`src/rtl/mac_tree_sched.sv`:
```
// rtl/mac_tree_sched.sv - decision-tree traversal scheduler driving a 5-input 8-bit MAC
// Optional branch-path trace outputs enabled by defining MAC_TREE_PATH_TRACE_EN.
module mac_tree_sched #(
    parameter int NODE_AW   = 6,
    parameter int ROOT_ADDR = 0,
    parameter int MAX_DEPTH = 16
) (
    input  logic                           clk,
    input  logic                           rst,
    input  logic                           start,
    input  logic [39:0]                    attr_in,
    output logic                           node_rd,
    output logic [NODE_AW-1:0]             node_addr,
    input  logic [57+2*NODE_AW-1:0]        node_data,
    output logic [39:0]                    mac_attr,
    output logic [39:0]                    mac_coef,
    input  logic [15:0]                    mac_out,
    output logic                           busy,
    output logic                           done,
    output logic                           err,
`ifdef MAC_TREE_PATH_TRACE_EN
    output logic [MAX_DEPTH-1:0]           path_bits,
    output logic [$clog2(MAX_DEPTH+1)-1:0] path_len,
`endif
    output logic [7:0]                     class_out
);

    localparam int SW = $clog2(MAX_DEPTH + 1);

    localparam logic [2:0] S_IDLE  = 3'd0;
    localparam logic [2:0] S_FETCH = 3'd1;
    localparam logic [2:0] S_LOAD  = 3'd2;
    localparam logic [2:0] S_ISSUE = 3'd3;
    localparam logic [2:0] S_CMP   = 3'd4;
    localparam logic [2:0] S_DONE  = 3'd5;
    localparam logic [2:0] S_ERR   = 3'd6;

    logic [2:0]         state;
    logic [NODE_AW-1:0] addr_q;
    logic [NODE_AW-1:0] left_q;
    logic [NODE_AW-1:0] right_q;
    logic [15:0]        thr_q;
    logic [SW-1:0]      step_q;
    logic               node_leaf;
    logic               go_right;

    assign node_leaf = node_data[56];
    assign go_right  = (mac_out >= thr_q);

    // Handshake outputs decode straight from the state register so reset clears them at once.
    assign node_rd   = (state == S_FETCH);
    assign node_addr = addr_q;
    assign busy      = (state != S_IDLE);
    assign done      = (state == S_DONE);
    assign err       = (state == S_ERR);

    always_ff @(posedge clk or posedge rst) begin
        if (rst) begin
            state     <= S_IDLE;
            addr_q    <= '0;
            left_q    <= '0;
            right_q   <= '0;
            thr_q     <= '0;
            step_q    <= '0;
            mac_attr  <= '0;
            mac_coef  <= '0;
            class_out <= '0;
        end else begin
            case (state)
                S_IDLE: begin
                    if (start) begin
                        mac_attr <= attr_in;
                        addr_q   <= NODE_AW'(ROOT_ADDR);
                        step_q   <= '0;
                        state    <= S_FETCH;
                    end
                end
                S_FETCH: state <= S_LOAD;
                S_LOAD: begin
                    if (node_leaf) begin
                        class_out <= node_data[7:0];
                        state     <= S_DONE;
                    end else begin
                        mac_coef <= node_data[39:0];
                        thr_q    <= node_data[55:40];
                        left_q   <= node_data[57 +: NODE_AW];
                        right_q  <= node_data[57+NODE_AW +: NODE_AW];
                        state    <= S_ISSUE;
                    end
                end
                S_ISSUE: begin
                    if (step_q == SW'(MAX_DEPTH)) begin
                        state <= S_ERR;
                    end else begin
                        state <= S_CMP;
                    end
                end
                S_CMP: begin
                    addr_q <= go_right ? right_q : left_q;
                    step_q <= step_q + SW'(1);
                    state  <= S_FETCH;
                end
                S_DONE:  state <= S_IDLE;
                S_ERR:   state <= S_IDLE;
                default: state <= S_IDLE;
            endcase
        end
    end

`ifdef MAC_TREE_PATH_TRACE_EN
    always_ff @(posedge clk or posedge rst) begin
        if (rst) begin
            path_bits <= '0;
            path_len  <= '0;
        end else if (state == S_IDLE && start) begin
            path_bits <= '0;
            path_len  <= '0;
        end else if (state == S_CMP) begin
            // Decision k lands in bit k, so the first branch is the LSB.
            path_bits <= path_bits | (MAX_DEPTH'(go_right) << step_q);
            path_len  <= path_len + SW'(1);
        end
    end
`endif

endmodule

```
`config.mk`:
```
export PLATFORM = sky130hd
export DESIGN_NAME = mac_tree_sched
export DESIGN_NICKNAME = d
export VERILOG_FILES = /design/src/rtl/mac_tree_sched.sv
export SDC_FILE = /design/constraint.sdc
export NUM_CORES = 1
export LEC_CHECK = 0
export CORE_MARGIN = 8
export CORE_UTILIZATION = 43
export DETAILED_ROUTE_END_ITERATION = 10
export PLACE_DENSITY = 0.78
export RECOVER_POWER = 100
export SYNTH_ARGS = -nofsm -noshare
export SYNTH_HDL_FRONTEND = slang
export SYNTH_SLANG_ARGS = --single-unit
export TNS_END_PERCENT = 5
```
`constraint.sdc`:
```
create_clock -name clk -period 5.3 [get_ports clk]
set_input_delay 1.06 -clock clk [delete_from_list [all_inputs] [get_ports clk]]
set_output_delay 1.06 -clock clk [all_outputs]
set_load 0.005 [all_outputs]
```
==> metrics.yaml, run 1 <==
status: "finished, violations left"
violations: "capacitance limit, slew limit"
clk_pin_slew_ns: 0.05
synthFlopType: "dfrtp_1"
postSynthAreaPerCell_um2: 13.8
final_antenna_net_count: 0
fmax_mhz: 262
synth.distinct_cells: 35
synth_xor_area_share_pct: 0.328
finalClockSkew_ns: 0.00445
fin_nets: 761
finalWirelength_mm: 14.5
grt-ovfl-total: 0
yosys.area_share.adder_pct: 4.21
start_util_pct: 44.3
synth_compound_area_share_pct: 5.55
path_max_fanout: 52
antenna_found_initial: 0
combPwrFrac_pct: 37.8
power_switching_share_pct: 27.9
hold_class: "reg2reg"
required_ns: 5.59
cts_root_buffer: "clkbuf_16"
tns_ns: 0
htree_num_levels: 4
first_global_vias: 4329
vias: 3856
synthSimpleGateAreaFrac_pct: 4.61
yosysWarnings: 0
syn_area_mm2: 0.00534
peakVddDrop_v: 0.000272
grt_max_degree: 62
wl_per_cell_um: 18.2
finalWorstSetupSlack_ns: 1.48
fp-row-count: 40
fin_crit_sh_pct: 72.0
p_switching_mw: 1.28
cts_tree: "built"
io_buffers: 225
cts_buffers: 17
die_height_um: 127
clk_path_buf_depth: 2
post_cts_resized: 0
ys_ff_latch: 130
clk_latency_ns: 0.41
syn_nets: 533
clock_power_share_pct: 24.6
max_cap_viol_count: 5
fillerInstances: 890
syn_inst: 387
min_period_ns: 3.82
power.density_mw_per_mm2: 550
antenna_cells: 0
core_area_mm2: 0.0121
slew_headroom_pct: -77.6
seqPwrFrac_pct: 37.6
place.gp.congestion: 0.811
die_area_mm2: 0.0163
synth.area.mux_share_pct: 21.3
drt_iter0_drc: 162
setup.worst_path.start_class: "input port"
internal_power_mw: 3.30
cts.sinks: 130
cts_hold_buf: 0
ios: 226
crit_path_end_kind: "flip-flop"
power_leakage_nw: 3.59
drc_errors: 0
hpwlAfterDp_mm: 11.1
first_pass_iters: 4
criticalPathCategory: "in2reg"
finalSetupViolations: 0
area_growth_pct: 55.7
fp.dieW_um: 127
synth_top_family_by_area: "multiplexers"
final_util_pct: 69.0
grt_pass1_wl_mm: 22.8
pre_cts_ws_ns: 1.72
grt.total_usage_pct: 18.2
worst_pin_slew_ns: 2.65
yosysSeqAreaShare_pct: 60.9
synth_edf_count: 0
slew_viol_final: 198
synthArstFlopShare_pct: 100
layout-drive-gt1-share_pct: 21.1
cp.arrival_ns: 4.10
via_per_inst: 4.85
post_cts_buffers: 0
finalHoldViolations: 0
rsz0062_at_grt: "false"
[flip-flops by register name (all words and copies together), names as in the netlist]
register   count
class_out      8
mac_attr      40
mac_coef      40
node_addr      6
state          3
right_q        6
step_q         5
left_q         6
thr_q         16
[metrics by stage]
stage	instances	instance area (um^2)	total power, mW	hold WS (ns)
2_1_floorplan	387	5340	2.55	0.475
3_3_place_gp	764	7770	3.57	0.488
3_5_place_dp	764	7770	3.65	0.493
4_1_cts	795	8350	4.81	0.506
5_1_grt	795	8320	4.87	0.517
6_report	795	8320	4.58	0.496
[synthesized netlist by cell type, types with 2 or more instances]
cell type / instances / area, um^2
nand2_1: 24 / 90.1
nand3_1: 3 / 15.0
clkbuf_1: 12 / 45.0
o21a_1: 2 / 15.0
nor3b_1: 3 / 22.5
dfrtp_1: 130 / 3250
inv_1: 22 / 82.6
a21oi_1: 5 / 25.0
and2_1: 6 / 37.5
xor2_1: 2 / 17.5
nand4_1: 2 / 12.5
a221o_1: 6 / 60.1
mux2_2: 101 / 1140
nor2_1: 4 / 15.0
ha_1: 18 / 225
o21ai_0: 22 / 110
buf_2: 7 / 35.0
[worst max-delay path, stage by stage]
cell and delay (ns):
dlygate4sd3_1 0.57, nor4b_1 0.35, clkbuf_1 1.62, mux2_2 0.46
[layer usage]
metal | track usage [%] | vias to the layer above | share of wire, %
met1 | 18.5 | 1891 | 36
li1 | - | 1821 | -
met5 | 0 | - | 0
met3 | 6.32 | 29 | 7.0
met2 | 32.2 | 115 | 54
met4 | 10.1 | 0 | 3.3
[path summary, 6_finish.rpt]
kind	endpoint	slack, ns	cells after the start	start
max	mac_coef[21]	1.48	4	node_data[56]
min	mac_attr[5]	0.50	1	mac_attr[5]
max reg2reg	mac_coef[21]	2.15	3	state[2]
min reg2reg	mac_attr[5]	0.50	1	mac_attr[5]
max in group asynchronous	mac_coef[22]	1.73	3	rst
min in group asynchronous	mac_attr[30]	1.84	2	rst
[final cells by class]
class / instances / area [um^2] / area share, %
clock buffers: 28 / 537 / 6.45
clock inverters: 3 / 42.5 / 0.511
inverters: 22 / 83.8 / 1.01
multi-input cells: 215 / 1920 / 23.1
flip-flops and latches: 130 / 3250 / 39.1
well taps: 168 / 210 / 2.53
repair buffers: 229 / 2270 / 27.3
[power by group through the flow]
stage | clock (mW) | combinational (mW) | sequential (mW)
finish | 1.13 | 1.73 | 1.72
global route | 1.19 | 1.89 | 1.79
CTS | 1.15 | 1.91 | 1.74
detailed placement | 0 | 1.90 | 1.75
global placement | 0 | 1.85 | 1.72
floorplan | 0 | 0.817 | 1.73
[layout by cell type, fill, tap and decap left out, drive strengths merged, types with 2 or more instances in the layout]
cell	count
dfrtp	130
clkdlybuf4s50	123
dlygate4sd3	102
mux2	101
clkbuf	31
nand2	24
o21ai	22
inv	21
ha	18
and2	6
a221o	6
a21oi	5
nor2	4
nand3	3
nor3b	3
xor2	2
nand4	2
o21a	2
clkinvlp	2
[logic make-up after synthesis]
family          Yosys count
compound gates           45
xor+xnor                  2
fa+ha+maj                18
buf+inv                  42
flops                   130
mux                     101
simple gates             49
Power figures use the tool's default switching activity.
==> run 2: changes to the inputs <==
==> constraint.sdc (replaced) <==
create_clock -name clk -period 3.72 [get_ports clk]
set_input_delay 0.744 -clock clk [delete_from_list [all_inputs] [get_ports clk]]
set_output_delay 0.744 -clock clk [all_outputs]
set_load 0.005 [all_outputs]
==> run 2 against run 1 <==
The flow still finishes with violations (capacitance limit, slew limit). Register-to-register slack worse by 1.2 ns. Global-route usage increased by 0.99 points. Non-clock buffer count is 1 higher. Via count increased by 1.2%. Critical path depth is 3 higher. Worst hold slack better by 0.00068 ns. Clock skew up 0.0038 ns. Worst setup slack got worse by 0.75 ns. Largest cell class unchanged. Highest routed layer unchanged.
==> metrics.yaml, run 2 (synthesized netlist as in run 1, its figures left out) <==
reg_top3: "mac_attr (40), mac_coef (40), thr_q (16)"
die_height_um: 127
seqPwrFrac_pct: 36.7
p_switching_mw: 1.87
max_cap_viol_count: 2
finalWorstSetupSlack_ns: 0.731
ios: 226
criticalPathCategory: "in2reg"
clk_path_buf_depth: 2
io_buffers: 225
fp-row-count: 40
first_global_vias: 4457
final_area_mm2: 0.00839
r2r_cells: 3
status: "finished, violations left"
vias: 3903
first_pass_iters: 4
final_antenna_net_count: 0
hpwlAfterDp_mm: 11.2
peakVddDrop_v: 0.000447
cp_top_family: "compound AO/OA/AOI/OAI gates"
finalHoldViolations: 0
core_area_mm2: 0.0121
fin_crit_sh_pct: 80.4
finalWirelength_mm: 14.9
slew_viol_final: 42
fmax_mhz: 335
critPathSlowestCell: "or4_1"
min_period_ns: 2.99
post_cts_buffers: 0
cts_hold_buf: 0
pre_cts_ws_ns: 0.464
path_buf_inv: 1
rsz0062_at_grt: "false"
grt_max_degree: 67
setup.worst_path.start_class: "input port"
drc_errors: 0
final_util_pct: 69.5
crit_path_end_kind: "flip-flop"
grt-ovfl-total: 0
combPwrFrac_pct: 37.0
cp.depth: 7
worst_pin_slew_ns: 1.79
finalClockSkew_ns: 0.00823
htree_num_levels: 4
antenna_found_initial: 0
slew_headroom_pct: -19.4
place.gp.congestion: 0.825
final_common_cell: "dfrtp_1"
internal_power_mw: 4.82
fin_nets: 762
required_ns: 4.06
drt_iter0_drc: 142
violations: "capacitance limit, slew limit"
power.density_mw_per_mm2: 798
antenna_cells: 0
clock_power_share_pct: 26.2
fp.dieW_um: 127
clk_latency_ns: 0.41
path_max_fanout: 6
whs_ns: 0.496
grt_pass1_wl_mm: 24.1
start_util_pct: 44.3
cts_root_buffer: "clkbuf_16"
place_area_mm2: 0.00780
area_growth_pct: 57.0
cts_tree: "built"
wl_per_cell_um: 18.7
clk_pin_slew_ns: 0.05
finalSetupViolations: 0
hold_class: "reg2reg"
final_cell_mix: "dfrtp_1, clkdlybuf4s50_1, dlygate4sd3_1"
grt.total_usage_pct: 19.2
via_per_inst: 4.90
die_area_mm2: 0.0163
cts_buffers: 17
hold_path_depth: 1
power_leakage_nw: 3.63
tns_ns: 0
cts.sinks: 130
cp.arrival_ns: 3.33
crit_path_cell_trace: "dlygate4sd3_1, ha_1, nand4_1, or4_1, o32a_1, a31oi_1, a221o_1"
layout-drive-gt1-share_pct: 21.8
power_switching_share_pct: 27.9
post_cts_resized: 0
cpPeakStageDelay_ns: 0.56
==> run 2: cell count changes in the layout (fill, tap and decap cells not counted), sizes merged <==
cell,before,now
clkbuf,31,25
clkinv,1,6
bufinv,1,4
==> run 2: stage by stage <==
| step | instances | total power, mW |
|---|---|---|
| 3_3_place_gp | 765 | 5.10 |
| 6_report | 797 | 6.69 |
| 3_5_place_dp | 765 | 5.21 |
| 2_1_floorplan | 387 | 3.63 |
| 4_1_cts | 797 | 7.03 |
| 5_1_grt | 797 | 7.12 |
==> run 2: metal layers <==
layer	GRT usage (%)	vias to the layer above	wire (um)	part of all wire (%)
met5	0	-	0	0
met4	7.56	0	238	1.6
met3	7.24	20	1030	6.9
met2	35.0	121	8300	56
met1	19.4	1938	5360	36
li1	-	1824	-	-
==> run 2: path summary, 6_finish.rpt <==
check	start	endpoint	slack (ns)
max	mac_out[15]	node_addr[5]	0.73
min	mac_coef[36]	mac_coef[36]	0.50
max reg2reg	state[0]	mac_attr[18]	0.93
min reg2reg	mac_coef[36]	mac_coef[36]	0.50
max in group asynchronous	rst	mac_attr[17]	0.87
min in group asynchronous	rst	mac_attr[3]	1.14
==> run 2: final cells by class <==
cell class                      count  area, um^2
Fill cell                         867        3670
Timing Repair Buffer              230        2290
Clock inverter                     11         158
Tap cell                          168         210
Sequential cell                   130        3250
Clock buffer                       21         470
Inverter                           22        83.8
Multi-Input combinational cell    215        1920
==> run 2: worst reg2reg max path: cells and delay by family, from the launching register on <==
kind | cells | cell delay [ns]
and+or+nand+nor | 2 | 1.73
muxes | 1 | 0.47
DFF | 1 | 0.46
==> run 2: power groups by stage <==
| stage | combinational [mW] | clock (mW) | sequential [mW] |
|---|---|---|---|
| 2_1_floorplan | 1.16 | 0 | 2.47 |
| 3_3_place_gp | 2.64 | 0 | 2.46 |
| 3_5_place_dp | 2.71 | 0 | 2.50 |
| 4_1_cts | 2.74 | 1.80 | 2.50 |
| 5_1_grt | 2.71 | 1.85 | 2.56 |
| 6_report | 2.48 | 1.76 | 2.46 |
